--- config.mk ---
export PLATFORM = sky130hd
export DESIGN_NAME = punc_controller
export DESIGN_NICKNAME = d
export VERILOG_FILES = /design/src/rtl/punc_controller.sv
export SDC_FILE = /design/constraint.sdc
export NUM_CORES = 1
export LEC_CHECK = 0
export ABC_AREA = 1
export BUFFER_PORTS_ARGS = -buffer_cell sky130_fd_sc_hd__buf_2
export CAP_MARGIN = 20
export CORE_UTILIZATION = 30
export CTS_CLUSTER_DIAMETER = 80
export DETAILED_ROUTE_END_ITERATION = 8
export GPL_TIMING_DRIVEN = 1
export PLACE_DENSITY = 0.81
export SETUP_SLACK_MARGIN = 0.02
export SYNTH_ARGS = -nofsm -noshare
export SYNTH_HDL_FRONTEND = slang
export SYNTH_SLANG_ARGS = --single-unit
--- constraint.sdc ---
create_clock -name clk -period 1.2 [get_ports clk]
set_clock_uncertainty 0.1 [all_clocks]
set_input_delay 0.12 -clock clk [delete_from_list [all_inputs] [get_ports clk]]
set_output_delay 0.12 -clock clk [all_outputs]
set_load 0.05 [all_outputs]
--- src/rtl/punc_controller.sv ---
// ============================================================================
// punc_controller
// ----------------------------------------------------------------------------
// Control FSM for the PUnC LC3 datapath.
//
// The controller fetches each instruction into IR, decodes ir[15:12], and
// drives the datapath strobes for one execute cycle. LDI and STI use two
// execute cycles. The HALT opcode locks the controller in the HALT state.
//
// The only architectural state held here is the FSM state register. Every
// output is decoded combinationally from that state and from the ir and
// nzp_true inputs.
//
// Build option:
//   PUNC_LEA_CC_EN  When defined, LEA loads the condition codes (classic LC3
//                   behaviour). When undefined, LEA leaves NZP untouched.
//
// Ports:
//   clk                 system clock, rising edge
//   rst                 asynchronous active-high reset (forces INIT)
//   ir[15:0]            current IR contents from the datapath
//   nzp_true            branch condition evaluated by the datapath
//   pc_ld/clr/inc       PC load, clear and increment strobes
//   pc_sel[1:0]         PC source: 0 PC+sext9, 1 PC+sext11, 2 R1 data
//   ir_ld/ir_clr        IR load and clear strobes
//   mem_rd/mem_wr       memory read and write strobes
//   mem_r_addr_sel[1:0] read address: 0 PC, 1 PC+sext9, 2 R0, 3 R1+sext6
//   mem_w_addr_sel[1:0] write address: 0 PC+sext9, 1 prev, 2 R1+sext6
//   rf_w_data_sel[1:0]  RF write data: 0 ALU, 1 PC+sext9, 2 mem data, 3 PC
//   rf_w_addr_sel       RF write address: 0 R7, 1 ir[11:9]
//   rf_w_wr             RF write enable
//   rf_r0_addr_sel      R0 read address: 0 ir[11:9], 1 ir[2:0]
//   rf_r0_rd/rf_r1_rd   RF read strobes
//   prev_ld             load prev register from memory read data
//   nzp_ld/nzp_clr      condition-code load and clear
//   alu_sel[1:0]        ALU op: 0 PassA, 1 ADD, 2 AND, 3 NOT
//   alu_first_val_sel   ALU first operand: 0 sext(ir[4:0]), 1 R0 data
//   halted              high while in HALT
//   state_debug[2:0]    current state encoding
// ============================================================================
module punc_controller (
    input  logic        clk,
    input  logic        rst,
    input  logic [15:0] ir,
    input  logic        nzp_true,

    output logic        pc_ld,
    output logic        pc_clr,
    output logic        pc_inc,
    output logic [1:0]  pc_sel,

    output logic        ir_ld,
    output logic        ir_clr,

    output logic        mem_rd,
    output logic        mem_wr,
    output logic [1:0]  mem_r_addr_sel,
    output logic [1:0]  mem_w_addr_sel,

    output logic [1:0]  rf_w_data_sel,
    output logic        rf_w_addr_sel,
    output logic        rf_w_wr,
    output logic        rf_r0_addr_sel,
    output logic        rf_r0_rd,
    output logic        rf_r1_rd,

    output logic        prev_ld,

    output logic        nzp_ld,
    output logic        nzp_clr,

    output logic [1:0]  alu_sel,
    output logic        alu_first_val_sel,

    output logic        halted,
    output logic [2:0]  state_debug
);

    // ------------------------------------------------------------------------
    // State encoding. Codes 5-7 are illegal and recover to INIT.
    // ------------------------------------------------------------------------
    typedef enum logic [2:0] {
        ST_INIT  = 3'd0,
        ST_FETCH = 3'd1,
        ST_EXEC  = 3'd2,
        ST_EXEC2 = 3'd3,
        ST_HALT  = 3'd4
    } state_t;

    // ------------------------------------------------------------------------
    // Opcodes (ir[15:12])
    // ------------------------------------------------------------------------
    localparam logic [3:0] OP_BR   = 4'b0000;
    localparam logic [3:0] OP_ADD  = 4'b0001;
    localparam logic [3:0] OP_LD   = 4'b0010;
    localparam logic [3:0] OP_ST   = 4'b0011;
    localparam logic [3:0] OP_JSR  = 4'b0100;
    localparam logic [3:0] OP_AND  = 4'b0101;
    localparam logic [3:0] OP_LDR  = 4'b0110;
    localparam logic [3:0] OP_STR  = 4'b0111;
    localparam logic [3:0] OP_RTI  = 4'b1000;
    localparam logic [3:0] OP_NOT  = 4'b1001;
    localparam logic [3:0] OP_LDI  = 4'b1010;
    localparam logic [3:0] OP_STI  = 4'b1011;
    localparam logic [3:0] OP_JMP  = 4'b1100;
    localparam logic [3:0] OP_RSV  = 4'b1101;
    localparam logic [3:0] OP_LEA  = 4'b1110;
    localparam logic [3:0] OP_HALT = 4'b1111;

    // ------------------------------------------------------------------------
    // Mux select encodings
    // ------------------------------------------------------------------------
    localparam logic [1:0] PC_SEL_OFF9  = 2'd0;
    localparam logic [1:0] PC_SEL_OFF11 = 2'd1;
    localparam logic [1:0] PC_SEL_R1    = 2'd2;

    localparam logic [1:0] MEM_R_PC     = 2'd0;
    localparam logic [1:0] MEM_R_OFF9   = 2'd1;
    localparam logic [1:0] MEM_R_R0     = 2'd2;
    localparam logic [1:0] MEM_R_R1OFF6 = 2'd3;

    localparam logic [1:0] MEM_W_OFF9   = 2'd0;
    localparam logic [1:0] MEM_W_PREV   = 2'd1;
    localparam logic [1:0] MEM_W_R1OFF6 = 2'd2;

    localparam logic [1:0] RF_D_ALU     = 2'd0;
    localparam logic [1:0] RF_D_OFF9    = 2'd1;
    localparam logic [1:0] RF_D_MEM     = 2'd2;
    localparam logic [1:0] RF_D_PC      = 2'd3;

    localparam logic       RF_A_R7      = 1'b0;
    localparam logic       RF_A_DR      = 1'b1;

    localparam logic       R0_A_DR      = 1'b0;
    localparam logic       R0_A_SR2     = 1'b1;

    localparam logic [1:0] ALU_ADD      = 2'd1;
    localparam logic [1:0] ALU_AND      = 2'd2;
    localparam logic [1:0] ALU_NOT      = 2'd3;

    state_t     state;
    state_t     state_next;
    logic [3:0] opcode;

    assign opcode = ir[15:12];

    // The offsets and register fields of ir are consumed by the datapath.
    // Only the opcode, ir[11] (JSR mode) and ir[5] (immediate mode) matter here.
    logic unused_ir_bits;
    assign unused_ir_bits = ^{ir[10:6], ir[4:0]};

    // ------------------------------------------------------------------------
    // State register. Reset acts asynchronously, so INIT outputs appear as
    // soon as rst rises. A pending EXEC2 write is dropped at that point.
    // ------------------------------------------------------------------------
    always_ff @(posedge clk or posedge rst) begin
        if (rst) begin
            state <= ST_INIT;
        end else begin
            state <= state_next;
        end
    end

    // ------------------------------------------------------------------------
    // Next-state logic
    // ------------------------------------------------------------------------
    always_comb begin
        state_next = ST_INIT;
        case (state)
            ST_INIT:  state_next = ST_FETCH;
            ST_FETCH: state_next = ST_EXEC;
            ST_EXEC: begin
                case (opcode)
                    OP_LDI, OP_STI: state_next = ST_EXEC2;
                    OP_HALT:        state_next = ST_HALT;
                    default:        state_next = ST_FETCH;
                endcase
            end
            ST_EXEC2: state_next = ST_FETCH;
            ST_HALT:  state_next = ST_HALT;
            default:  state_next = ST_INIT;
        endcase
    end

    // ------------------------------------------------------------------------
    // Output decode. Every strobe and select defaults to 0.
    // ------------------------------------------------------------------------
    always_comb begin
        pc_ld             = 1'b0;
        pc_clr            = 1'b0;
        pc_inc            = 1'b0;
        pc_sel            = PC_SEL_OFF9;
        ir_ld             = 1'b0;
        ir_clr            = 1'b0;
        mem_rd            = 1'b0;
        mem_wr            = 1'b0;
        mem_r_addr_sel    = MEM_R_PC;
        mem_w_addr_sel    = MEM_W_OFF9;
        rf_w_data_sel     = RF_D_ALU;
        rf_w_addr_sel     = RF_A_R7;
        rf_w_wr           = 1'b0;
        rf_r0_addr_sel    = R0_A_DR;
        rf_r0_rd          = 1'b0;
        rf_r1_rd          = 1'b0;
        prev_ld           = 1'b0;
        nzp_ld            = 1'b0;
        nzp_clr           = 1'b0;
        alu_sel           = 2'd0;
        alu_first_val_sel = 1'b0;
        halted            = 1'b0;

        case (state)
            ST_INIT: begin
                pc_clr  = 1'b1;
                ir_clr  = 1'b1;
                nzp_clr = 1'b1;
            end

            ST_FETCH: begin
                mem_rd         = 1'b1;
                mem_r_addr_sel = MEM_R_PC;
                ir_ld          = 1'b1;
                pc_inc         = 1'b1;
            end

            ST_EXEC: begin
                case (opcode)
                    OP_ADD, OP_AND: begin
                        rf_r1_rd          = 1'b1;
                        rf_w_wr           = 1'b1;
                        rf_w_addr_sel     = RF_A_DR;
                        rf_w_data_sel     = RF_D_ALU;
                        alu_sel           = (opcode == OP_ADD) ? ALU_ADD : ALU_AND;
                        // ir[5]=1 selects the 5-bit immediate, so SR2 is not read.
                        alu_first_val_sel = ~ir[5];
                        rf_r0_addr_sel    = R0_A_SR2;
                        rf_r0_rd          = ~ir[5];
                        nzp_ld            = 1'b1;
                    end

                    OP_NOT: begin
                        alu_sel       = ALU_NOT;
                        rf_r1_rd      = 1'b1;
                        rf_w_wr       = 1'b1;
                        rf_w_addr_sel = RF_A_DR;
                        rf_w_data_sel = RF_D_ALU;
                        nzp_ld        = 1'b1;
                    end

                    OP_BR: begin
                        if (nzp_true) begin
                            pc_ld  = 1'b1;
                            pc_sel = PC_SEL_OFF9;
                        end
                    end

                    OP_JMP: begin
                        rf_r1_rd = 1'b1;
                        pc_ld    = 1'b1;
                        pc_sel   = PC_SEL_R1;
                    end

                    OP_JSR: begin
                        // R7 and PC update on the same edge. R7 takes the
                        // pre-jump PC and JSRR reads the pre-write base register.
                        rf_w_wr       = 1'b1;
                        rf_w_addr_sel = RF_A_R7;
                        rf_w_data_sel = RF_D_PC;
                        pc_ld         = 1'b1;
                        if (ir[11]) begin
                            pc_sel = PC_SEL_OFF11;
                        end else begin
                            pc_sel   = PC_SEL_R1;
                            rf_r1_rd = 1'b1;
                        end
                    end

                    OP_LD: begin
                        mem_rd         = 1'b1;
                        mem_r_addr_sel = MEM_R_OFF9;
                        rf_w_wr        = 1'b1;
                        rf_w_addr_sel  = RF_A_DR;
                        rf_w_data_sel  = RF_D_MEM;
                        nzp_ld         = 1'b1;
                    end

                    OP_LDR: begin
                        mem_rd         = 1'b1;
                        mem_r_addr_sel = MEM_R_R1OFF6;
                        rf_r1_rd       = 1'b1;
                        rf_w_wr        = 1'b1;
                        rf_w_addr_sel  = RF_A_DR;
                        rf_w_data_sel  = RF_D_MEM;
                        nzp_ld         = 1'b1;
                    end

                    OP_LEA: begin
                        rf_w_wr       = 1'b1;
                        rf_w_addr_sel = RF_A_DR;
                        rf_w_data_sel = RF_D_OFF9;
`ifdef PUNC_LEA_CC_EN
                        nzp_ld        = 1'b1;
`else
                        nzp_ld        = 1'b0;
`endif
                    end

                    OP_ST: begin
                        mem_wr         = 1'b1;
                        mem_w_addr_sel = MEM_W_OFF9;
                        rf_r0_addr_sel = R0_A_DR;
                        rf_r0_rd       = 1'b1;
                    end

                    OP_STR: begin
                        mem_wr         = 1'b1;
                        mem_w_addr_sel = MEM_W_R1OFF6;
                        rf_r0_addr_sel = R0_A_DR;
                        rf_r0_rd       = 1'b1;
                        rf_r1_rd       = 1'b1;
                    end

                    OP_LDI: begin
                        // First hop: stage the pointer in DR. The second hop
                        // reads through it in EXEC2.
                        mem_rd         = 1'b1;
                        mem_r_addr_sel = MEM_R_OFF9;
                        rf_w_wr        = 1'b1;
                        rf_w_addr_sel  = RF_A_DR;
                        rf_w_data_sel  = RF_D_MEM;
                    end

                    OP_STI: begin
                        // Stage the pointer in prev for the EXEC2 write.
                        mem_rd         = 1'b1;
                        mem_r_addr_sel = MEM_R_OFF9;
                        prev_ld        = 1'b1;
                    end

                    OP_HALT, OP_RTI, OP_RSV: begin
                        // No datapath activity.
                    end

                    default: begin
                    end
                endcase
            end

            ST_EXEC2: begin
                if (opcode == OP_LDI) begin
                    rf_r0_addr_sel = R0_A_DR;
                    rf_r0_rd       = 1'b1;
                    mem_rd         = 1'b1;
                    mem_r_addr_sel = MEM_R_R0;
                    rf_w_wr        = 1'b1;
                    rf_w_addr_sel  = RF_A_DR;
                    rf_w_data_sel  = RF_D_MEM;
                    nzp_ld         = 1'b1;
                end else if (opcode == OP_STI) begin
                    mem_wr         = 1'b1;
                    mem_w_addr_sel = MEM_W_PREV;
                    rf_r0_addr_sel = R0_A_DR;
                    rf_r0_rd       = 1'b1;
                end
            end

            ST_HALT: begin
                halted = 1'b1;
            end

            default: begin
            end
        endcase
    end

    assign state_debug = state;

endmodule

==> flow_metrics.py <==
metrics = {
    "worst_setup_path": {
        "cp_top_family": "simple AND/OR/NAND/NOR gates",
        "crit_path_end_kind": "output port",
        "crit_type": "reg -> out",
        "cp_slowest_cell": "dfrtp_2",
        "critPathBufInv": 3,
        "slowest_delay_ps": 420,
        "critPathLaunchType": "register",
        "worstPathRequired_ps": 980,
        "arrival_ps": 1530,
        "cp_max_fo": 4,
        "crit_chain": "inv_4, nand2_4, nor2_4, buf_6, nand3_4, nand3_2, buf_8",
    },
    "grt": {
        "grt_max_degree": 8,
        "gr-usage-all-layers_pct": 33.5,
        "globalRouteOverflowTotal": 0,
        "grt_pass1_wl_um": 4570,
        "grt_pass1_vias": 973,
        "grt_antenna_before_repair": 0,
    },
    "clock_network": {
        "clock_sinks": 3,
        "h-tree-depth": 1,
        "clock_latency_ps": 230,
        "root_buffer": "clkbuf_4",
        "clk_pin_slew_ps": 40,
        "cts_tree": "yes",
        "clk_path_buf_depth": 2,
        "cts_buffers": 3,
    },
    "yosys": {
        "ys_top_cells_by_area": "nand2_1, dfrtp_1, nand3_1",
        "synth_top_cell_by_area": "nand2_1",
        "synth_edf_count": 0,
        "yosysMostFrequentCell": "nand2_1",
        "syn_area_per_cell_um2": 5.48,
        "ys_top_cells_by_count": "nand2_1, inv_1, nand3_1, nor2_1",
        "synth_area_um2": 520,
        "synth-seq-cells": 3,
        "ys_seq_area_share_pct": 14.4,
        "ys_warn_count": 0,
        "netlist.area_leader.share_pct": 16.6,
        "synth_cells": 95,
        "syn_nets": 114,
        "async_reset_ff_share_pct": 100,
        "yosysUniqueCellTypes": 18,
        "ys_dominant_reg_cell": "dfrtp_1",
    },
    "finish": {
        "syn2layout_area_growth_pct": 184,
        "drive_above_1_share_pct": 73.1,
        "final-instance-count-excl-fill": 176,
        "final_area_mm2": 0.00148,
        "nNetsFinal": 180,
        "largest_reg_flops": 3,
        "fillers": 45,
        "num_antenna_cells": 0,
    },
    "timing": {
        "timing.fmax_ghz": 0.573,
        "setup_violations": 32,
        "finalCritPeriodShare_pct": 145,
        "slew_headroom_pct": 75.5,
        "tightest_slew_ps": 366,
        "rsz0062_at_grt": "true",
        "setup_tns_ps": -13400,
        "slew_viol_final": 0,
        "finalHoldViolCount": 0,
        "fin_ws_ps": -546,
        "holdWs_ps": 258,
        "period_needed_ps": 1750,
    },
    "placed_design": {
        "place_inst": 165,
        "dpl-instance-area_mm2": 0.00107,
        "gp_congestion": 0.877,
        "port_buffers": 38,
        "post-dp-hpwl_um": 1670,
    },
    "routing": {
        "num_vias": 1083,
        "firstDrtPassIters": 7,
        "vias_per_cell": 6.15,
        "ant_nets": 0,
        "wl_per_cell_um": 22.4,
        "drtIter0Drc": 94,
        "drc_errors": 4,
        "finalWirelength_um": 3950,
    },
    "run": {
        "cap_violations": 0,
    },
    "pwr": {
        "ir_drop_v": 0.00198,
        "leakage_nw": 0.720,
        "power_density_mw_per_mm2": 2120,
    },
    "outcome": {
        "status": "finished, violations left",
        "violations": "design-rule violations, negative setup slack",
    },
    "die": {
        "num_io_pins": 49,
        "die_y_um": 43.7,
        "die-width_um": 43.7,
        "die_area_mm2": 0.00191,
        "start_util_pct": 33.4,
        "coreArea_mm2": 0.00156,
        "row_count": 14,
    },
    "min_path": {
        "hp-class": "in -> async",
    },
}
routing by layer:
metal	track usage, %	vias to the layer above	wire, µm
met4	13.1	0	332
met1	38.8	495	1280
met3	3.75	41	427
met5	0	-	0
met2	61.8	114	1910
li1	-	433	-
per-stage QoR:
step           utilization [%]  setup slack [ps]  power (mW)
2_1_floorplan                -              -411        1.62
3_3_place_gp              68.5              -329        2.03
3_5_place_dp              68.5              -375        2.06
4_1_cts                   91.7              -490        2.86
5_1_grt                   94.9              -606        3.21
6_report                  94.9              -546        3.14
area by class of cell:
class                      count  area, µm²  share of cell area, %
multi-input combinational     69        586                   39.6
timing repair buffer          65        669                   45.2
sequential                     3       83.8                   5.66
inverter                      19       95.1                   6.42
clock buffer                   4       26.3                   1.78
tap                           16       20.0                   1.35
placed cells by master (no fill, tap or decap):
master,synthesis,final
a21oi_4,0,2
clkbuf_1,0,1
nand3_1,14,6
buf_8,0,11
nand4_1,1,1
nor2_4,2,5
buf_4,3,21
o21ai_1,0,1
buf_6,1,21
dlygate4sd3_1,0,1
inv_4,0,2
o21ai_2,1,1
o21ai_4,0,1
nor2_1,10,6
nor2_2,1,2
buf_12,0,3
nand2_4,0,5
o21ai_0,4,2
clkbuf_4,0,3
nor3_4,0,5
a21oi_1,4,2
nand3_2,2,4
dfrtp_4,0,2
inv_1,18,10
inv_2,1,2
nand2_2,2,7
nand2_1,23,13
nand3_4,0,6
buf_2,0,8
clkinvlp_4,0,5
dfrtp_2,0,1
kinds of logic (layout without fill, tap and decap cells):
| kind of cell | count (synthesis) | in the layout | synth area share [%] |
|---|---|---|---|
| DFF | 3 | 3 | 14.4 |
| and+or+nand+nor | 60 | 60 | 56.0 |
| buffers and inverters | 23 | 88 | 20.2 |
| AOI/OAI and AO/OA | 9 | 9 | 9.38 |
worst paths after layout:
check / start / to / slack [ps] / cells past startpoint
max: state_debug[0]$_DFF_PP0_ / rf_r0_rd / -550 / 7
min: rst / state_debug[1]$_DFF_PP0_ / 260 / 3
max reg2reg: state_debug[2]$_DFF_PP0_ / state_debug[1]$_DFF_PP0_ / -100 / 4
min reg2reg: state_debug[0]$_DFF_PP0_ / state_debug[2]$_DFF_PP0_ / 590 / 3
max in group asynchronous: rst / state_debug[2]$_DFF_PP0_ / 580 / 3
min in group clk: ir[13] / state_debug[2]$_DFF_PP0_ / 370 / 4
where the power goes:
part           total [mW]  internal [mW]  switching, mW
Clock               0.176          0.125         0.0517
Combinational        2.76           1.08           1.68
Sequential          0.203          0.141         0.0618
tightest hold or removal path, delay by kind of cell:
| kind | cells | cell delay [ps] |
|---|---|---|
| buffers and inverters | 3 | 800 |
timing repair:
| item | in CTS | in global routing |
|---|---|---|
| pin swaps | 5 | 6 |
| hold buffers | 1 | 0 |
| endpoints found under the hold margin | 3 | 0 |
| endpoints found under the setup margin | 32 | 33 |
| setup buffers | 7 | 0 |
| resized for setup | 77 | 16 |
No activity file was read; power rests on OpenSTA's default activity.
